### src/rtl/control_cmd_dispatch.sv
// Command-stream front end: decodes the opcode byte, forwards the payload bytes to
// the granted sub-command handler, and owns the shared framebuffer write port.
module control_cmd_dispatch #(
  parameter int unsigned           NUM_CMDS        = 2,
  parameter logic [NUM_CMDS*8-1:0] OPCODE_LIST     = 16'h504C,
  parameter int unsigned           BYTES_PER_PIXEL = 2,
  parameter int unsigned           PIXEL_HEIGHT    = 64,
  parameter int unsigned           PIXEL_WIDTH     = 64,
  parameter int unsigned           TIMEOUT_CYCLES  = 4096,
  localparam int unsigned RB = (PIXEL_HEIGHT > 1) ? $clog2(PIXEL_HEIGHT) : 1,
  localparam int unsigned CB = (PIXEL_WIDTH > 1) ? $clog2(PIXEL_WIDTH) : 1,
  localparam int unsigned PB = (BYTES_PER_PIXEL > 1) ? $clog2(BYTES_PER_PIXEL) : 1,
  localparam int unsigned SW = (NUM_CMDS > 1) ? $clog2(NUM_CMDS) : 1
) (
  input  logic                   clk,
  input  logic                   reset,
  input  logic                   byte_valid,
  input  logic [7:0]             byte_in,
  output logic [NUM_CMDS-1:0]    sub_enable,
  output logic [7:0]             sub_data,
  input  logic [NUM_CMDS-1:0]    sub_done,
  input  logic [NUM_CMDS*RB-1:0] sub_row,
  input  logic [NUM_CMDS*CB-1:0] sub_col,
  input  logic [NUM_CMDS*PB-1:0] sub_pixel,
  input  logic [NUM_CMDS*8-1:0]  sub_do,
  input  logic [NUM_CMDS-1:0]    sub_we,
  input  logic [NUM_CMDS-1:0]    sub_as,
  output logic [RB-1:0]          ram_row,
  output logic [CB-1:0]          ram_col,
  output logic [PB-1:0]          ram_pixel,
  output logic [7:0]             ram_do,
  output logic                   ram_we,
  output logic                   ram_as,
  output logic                   busy,
  output logic [SW-1:0]          active_sel,
  output logic                   cmd_error
);

  localparam int unsigned TW = $clog2(TIMEOUT_CYCLES);

  typedef enum logic [0:0] {
    ST_IDLE     = 1'b0,
    ST_DISPATCH = 1'b1
  } state_e;

  state_e              state_q, state_d;
  logic [SW-1:0]       sel_q, sel_d;
  logic [TW-1:0]       timer_q, timer_d;
  logic [NUM_CMDS-1:0] sub_enable_q, sub_enable_d;
  logic [7:0]          sub_data_q, sub_data_d;
  logic                cmd_error_q, cmd_error_d;
  logic                ram_as_q, ram_as_d;
  logic [NUM_CMDS-1:0] prev_as_q, prev_as_d;

  logic                match_hit;
  logic [SW-1:0]       match_idx;

  // Opcode lookup; scanning downward leaves the lowest matching index on duplicates
  always_comb begin
    match_hit = 1'b0;
    match_idx = '0;
    for (int i = int'(NUM_CMDS) - 1; i >= 0; i--) begin
      if (byte_in == OPCODE_LIST[8*i +: 8]) begin
        match_hit = 1'b1;
        match_idx = SW'(i);
      end
    end
  end

  // Next-state, byte forwarding, timeout and access-start regeneration
  always_comb begin
    state_d      = state_q;
    sel_d        = sel_q;
    timer_d      = timer_q;
    sub_enable_d = '0;
    sub_data_d   = sub_data_q;
    cmd_error_d  = 1'b0;
    ram_as_d     = ram_as_q;
    prev_as_d    = sub_as;

    unique case (state_q)
      ST_IDLE: begin
        if (byte_valid) begin
          if (match_hit) begin
            state_d = ST_DISPATCH;
            sel_d   = match_idx;
            timer_d = '0;
          end else begin
            cmd_error_d = 1'b1;
          end
        end
      end
      ST_DISPATCH: begin
        // Only the granted handler's toggles are reflected, including in its done cycle
        if (sub_as[sel_q] != prev_as_q[sel_q]) begin
          ram_as_d = ~ram_as_q;
        end
        if (sub_done[sel_q]) begin
          // A byte arriving with done belongs to the next command, not this handler
          state_d = ST_IDLE;
          timer_d = '0;
          if (byte_valid) begin
            if (match_hit) begin
              state_d = ST_DISPATCH;
              sel_d   = match_idx;
            end else begin
              cmd_error_d = 1'b1;
            end
          end
        end else if (byte_valid) begin
          sub_enable_d[sel_q] = 1'b1;
          sub_data_d          = byte_in;
          timer_d             = '0;
        end else if (timer_q == TW'(TIMEOUT_CYCLES - 1)) begin
          state_d     = ST_IDLE;
          cmd_error_d = 1'b1;
          timer_d     = '0;
        end else begin
          timer_d = timer_q + TW'(1);
        end
      end
      default: begin
        state_d = ST_IDLE;
      end
    endcase
  end

  // State and output registers
  always_ff @(posedge clk or negedge reset) begin
    if (!reset) begin
      state_q      <= ST_IDLE;
      sel_q        <= '0;
      timer_q      <= '0;
      sub_enable_q <= '0;
      sub_data_q   <= '0;
      cmd_error_q  <= 1'b0;
      ram_as_q     <= 1'b0;
      prev_as_q    <= '0;
    end else begin
      state_q      <= state_d;
      sel_q        <= sel_d;
      timer_q      <= timer_d;
      sub_enable_q <= sub_enable_d;
      sub_data_q   <= sub_data_d;
      cmd_error_q  <= cmd_error_d;
      ram_as_q     <= ram_as_d;
      prev_as_q    <= prev_as_d;
    end
  end

  // RAM port mux: granted handler's fields while dispatching, quiet otherwise
  always_comb begin
    ram_row   = '0;
    ram_col   = '0;
    ram_pixel = '0;
    ram_do    = '0;
    ram_we    = 1'b0;
    if (state_q == ST_DISPATCH) begin
      ram_row   = sub_row[sel_q*RB +: RB];
      ram_col   = sub_col[sel_q*CB +: CB];
      ram_pixel = sub_pixel[sel_q*PB +: PB];
      ram_do    = sub_do[sel_q*8 +: 8];
      ram_we    = sub_we[sel_q];
    end
  end

  assign sub_enable = sub_enable_q;
  assign sub_data   = sub_data_q;
  assign cmd_error  = cmd_error_q;
  assign ram_as     = ram_as_q;
  assign busy       = (state_q == ST_DISPATCH);
  assign active_sel = sel_q;

endmodule

### config.mk
export PLATFORM = sky130hd
export DESIGN_NAME = control_cmd_dispatch
export DESIGN_NICKNAME = d
export VERILOG_FILES = /design/src/rtl/control_cmd_dispatch.sv
export SDC_FILE = /design/constraint.sdc
export NUM_CORES = 1
export LEC_CHECK = 0
export BUFFER_PORTS_ARGS = -buffer_cell sky130_fd_sc_hd__buf_2
export CAP_MARGIN = 20
export CORE_ASPECT_RATIO = 0.7
export CORE_MARGIN = 8
export CORE_UTILIZATION = 40
export DETAILED_ROUTE_END_ITERATION = 10
export GPL_TIMING_DRIVEN = 1
export PLACE_DENSITY = 0.76
export RECOVER_POWER = 25
export SLEW_MARGIN = 0
export SYNTH_ARGS = -nofsm -noshare
export SYNTH_HDL_FRONTEND = slang
export SYNTH_SLANG_ARGS = --single-unit
### constraint.sdc
create_clock -name clk -period 1.7 [get_ports clk]
set_input_delay 0.085 -clock clk [delete_from_list [all_inputs] [get_ports clk]]
set_output_delay 0.085 -clock clk [all_outputs]
set_load 0.02 [all_outputs]
# Word level (Yosys, flattened, before mapping)
# Index checks and enable logic that the tools add are counted.
# W data, S select, Z words.
totals:
  output_inout_bits: 36
  reg_bits: 28
  input_bits: 59
classes:
  addsub: 1
  shifts: 4
  bitwise: 3
  reduce_logical: 4
  multipliers: 1
  eq_ne: 7
  n_mux: 43
  order_cmp: 2
op_table:
  columns: ["op", "n"]
  rows:
  - ["$mux W12", 5]
  - ["$mux W1", 27]
  - ["$pmux W12 S2", 1]
  - ["$shiftx A12 B5 Y6", 2]
  - ["$eq A8 B7 Y1 const B", 2]
  - ["$shiftx A16 B5 Y8", 1]
  - ["$add A12 B1 Y12 const B", 1]
  - ["$eq A12 B12 Y1 const B", 1]
  - ["$mux W6", 2]
  - ["$mux W8", 1]
  - ["$mux W2", 3]
  - ["$pmux W1 S2", 3]
  - ["$ne A2 B2 Y1 const B", 2]
  - ["$reduce_and A2 Y1", 2]
  - ["$mul A1 B2 Y3 const B", 1]
  - ["$not A1 Y1", 3]
  - ["$reduce_and A3 Y1", 1]
  - ["$lt A1 B2 Y1 const B", 1]
  - ["$ne A2 B1 Y1 const B", 1]
  - ["$shiftx A2 B2 Y1", 1]
  - ["$demux W1 S1", 1]
  - ["$ge A1 B1 Y1 const B", 1]
  - ["$logic_and A1 B1 Y1", 1]
  - ["$ne A1 B1 Y1", 1]

# Depth between registers and ports, before layout
logic_depth:
  ltp_word: 7
  depth_mapped: 5

# Least setup slack after synthesis
# OpenSTA, ideal clock, no wires.
synth_timing:
  path_type: "register to register"
  start: "register timer_q[0]"
  end: "register timer_q[3]"
  slack_ps: -85
  t_arrival_ps: 1659
  setup_ps: 127
  stages_incl_launch_ff: 6
  period_less_slack_ps: 1785
  required_ps: 1573
  path_cell_list: "dfrtp_1 ha_1 nand4_1 nor4_4 nor2_2 a221o_2"
synth_via:
  elab_chain_cells: 5
  word_cells_on_any_way: 6
  cone_classes: "add/sub (1); eq/ne (1); mux (4)"
synth_rtl:
  columns: ["element", "line", "rtl"]
  rows:
  - ["from (decl)", "48", "logic [TW-1:0] timer_q, timer_d;"]
  - ["from (signal assigned)", "142", "timer_q <= timer_d;"]
  - ["$add A12 B1 Y12 or $eq A12 B12 Y1 (tied branches)", "119, 114", null]
  - ["$mux W12 (*)", "114", "end else if (timer_q == TW'(TIMEOUT_CYCLES - 1)) begin"]
  - ["$mux W12 (*)", "110", "end else if (byte_valid) begin"]
  - ["$mux W12 (*)", "98", "if (sub_done[sel_q]) begin"]
  - ["$pmux W12 S2 (*)", "81", "unique case (state_q)"]
# Mark *: on every way between the ends. The rest lies on a longest branch, timed or not.
# A chain may end at the register's enable or synchronous reset.

# Worst setup path after layout
layout_timing:
  start: "register timer_q[7]"
  end: "register timer_q[3]"
layout_via:
  elab_chain_cells: 5
layout_rtl:
  columns: ["element", "line"]
  rows:
  - ["$eq A12 B12 Y1", "114"]
  - ["$mux W12", "114"]
  - ["$mux W12", "110"]
  - ["$mux W12", "98"]
  - ["$pmux W12 S2", "81"]
# No other way between the ends.

==> out/qor.yml <==
met3WireLength_um: 388
worstHoldPathType: "primary input to flop"
synth_ff_type: "dfrtp_1"
outcome: "finished clean"
synth_cell_type_count: 44
ant_nets: 0
syn_avg_cell_area_um2: 10.2
whs_ns: 0.0401
grt_pass1_vias: 1603
placementRows: 20
area_growth_pct: 40.2
r2r_start: "timer_q[7]$_DFFE_PN0P_"
crit_fanout: 8
netlist_instances: 171
grt_first_pass_wirelength_um: 7650
path_cells: "nand3_1 -> nor4_4 -> buf_4 -> nor2_4 -> a221o_2"
grt_max_degree: 29
place_ws_ns: -0.0322
clkTransAtPathRegs_ns: 0.09
clock-root-buffer: "clkbuf_8"
m1WireLength_um: 2140
period_needed_ns: 1.61
hold_path_startpoint: "byte_in[2]"
required_ns: 1.86
io_pins: 95
drv_cap: 0
drc: 0
clk_path_buf_depth: 2
yosysTopAreaCellShare_pct: 40.1
cp_slowest_cell: "dfrtp_1"
route.met2.wl_um: 2540
routabilityCongestion: 0.802
synth_fp_nets: 231
clk_latency_ns: 0.27
crit_start: "timer_q[7]$_DFFE_PN0P_"
die-area_um2: 6780
diodes: 0
wl_um: 5090
top_layer: "met4"
antenna_found_initial: 0
drt_iter0_drc: 124
fin_crit_sh_pct: 94.7
routedWlPerCell_um: 15.2
drive_above_1_share_pct: 50.5
start_kind: "flop"
synth_edf_count: 0
layout_setup_ws_ns: 0.0897
hpwl_um: 4080
path_class: "flop to flop"
multiInputGateArea_um2: 990
dieWidth_um: 95.0
io_buffers: 94
grt_overflow: 0
timing.fmax_ghz: 0.621
yosysTopAreaCell: "dfrtp_1"
grt_use_total_pct: 13.7
synth_area_um2: 1750
seqCellArea_um2: 702
nets: 340
drtPass1Iterations: 4
cp_num_buf_inv: 1
tightest_slew_ns: 0.670
p_leak_nw: 1.20
via_count: 1750
fillers: 384
ir_worst_vdd_uv: 460
clock-sinks: 28
path_delay_family: "simple AND/OR/NAND/NOR gates"
relSlewSlack_pct: 55.4
synth_area_leaders: "dfrtp_1 40%, mux2i_1 13%, mux2_2 5.8%"
via_per_inst: 5.24
drv_slew: 0
setup_viol: 0
ys_seq_area_share_pct: 40.1
finalHoldViolCount: 0
cts_max_level: 1
cts_made_buffers: 3
p_per_area_nw_per_um2: 633
core_area_um2: 4280
async_flop_share_pct: 100
arrival_ns: 1.77
start_util_pct: 40.9
die_h_um: 71.3
synth-seq-cells: 28
critPathMaxStageDelay_ns: 0.43
fin_util_pct: 57.3
cts_tree: "done"
critPathCaptureType: "flop"
yosys_warnings: 0
finalClockSkew_ns: 0.00332
cells in the mapped netlist, types with 2 or more instances:
cell type and instances:
dfrtp_1 28, nor2_1 26, mux2i_1 23, mux2_2 9, nand2_1 6, inv_1 5
nand3_1 5, nor3_1 5, o21ai_0 5, a221o_1 4, nand4_1 4, nor4_1 4
a21oi_1 3, and2_1 3, buf_2 3, buf_6 3, clkbuf_1 3, a21o_2 2
a221o_2 2, and3_1 2, o22a_2 2, xnor2_1 2
layout by cell type (no fill, tap or decap), drive strengths merged, types with 6 or more instances in the layout:
| cell type | netlist | layout |
|---|---|---|
| a221o | 6 | 6 |
| buf | 6 | 107 |
| clkbuf | 3 | 7 |
| dfrtp | 28 | 28 |
| mux2 | 9 | 9 |
| mux2i | 23 | 23 |
| nand2 | 6 | 6 |
| nor2 | 28 | 28 |
layer usage:
layer  vias up  track usage (%)
li1        848                -
met1       838             17.2
met2        62             23.2
met3         2             3.65
met4         0             2.59
met5         -                0
per-stage QoR:
step	setup TNS, ns	instance area (um2)	std cells	total power [mW]
4_1_cts	0	2420	332	1.57
2_1_floorplan	0	1750	171	0.968
3_5_place_dp	-0.0558	2340	325	1.16
6_report	0	2450	334	1.55
5_1_grt	-0.0170	2450	334	1.63
3_3_place_gp	0	2340	325	1.14
kinds of logic (layout without fill, tap and decap cells):
logic type | count (synthesis) | count (layout) | synth area share, %
and+or+nand+nor | 64 | 64 | 19.7
muxes | 32 | 32 | 19.0
AOI/OAI and AO/OA | 29 | 29 | 14.6
DFF | 28 | 28 | 40.1
buffers and inverters | 14 | 122 | 4.51
xor gates and xnor gates | 3 | 3 | 1.50
adders and majority gates | 1 | 1 | 0.715
area by class of cell:
cell class | count | area share [%]
flip-flops and latches | 28 | 28.6
clock buffers | 4 | 2.24
multi-input cells | 129 | 40.4
inverters | 5 | 0.765
well taps | 55 | 2.81
repair buffers | 113 | 25.2
sequential cells by signal, summed over array words and instances, names as in the netlist:
name,flops
prev_as_q,2
cmd_error,1
sub_data,8
sub_enable,2
busy,1
ram_as,1
timer_q,12
active_sel,1
timing repair:
action / in CTS / in global routing
setup buffers: 0 / 2
hold endpoints to repair: 30 / 0
gates resized for setup: 0 / 4
hold buffers: 3 / 0
endpoints found under the setup margin: 0 / 13
worst paths after layout:
check / end / slack (ns) / cells past startpoint
worst max-delay path: timer_q[3]$_DFFE_PN0P_ / 0.09 / 5
worst min-delay path: active_sel$_DFFE_PN0P_ / 0.04 / 2
worst max register to register: timer_q[3]$_DFFE_PN0P_ / 0.09 / 5
worst min register to register: ram_as$_DFFE_PN0P_ / 0.48 / 1
max in group asynchronous: active_sel$_DFFE_PN0P_ / 0.85 / 2
min in group asynchronous: timer_q[8]$_DFFE_PN0P_ / 0.37 / 2
power breakdown:
part           leakage (nW)  switching, mW  internal, mW
registers             0.372         0.0368         0.733
clock network        0.0288          0.194         0.207
logic                 0.804          0.204         0.178
total                  1.20          0.435          1.12
No activity file was read; power rests on OpenSTA's default activity.
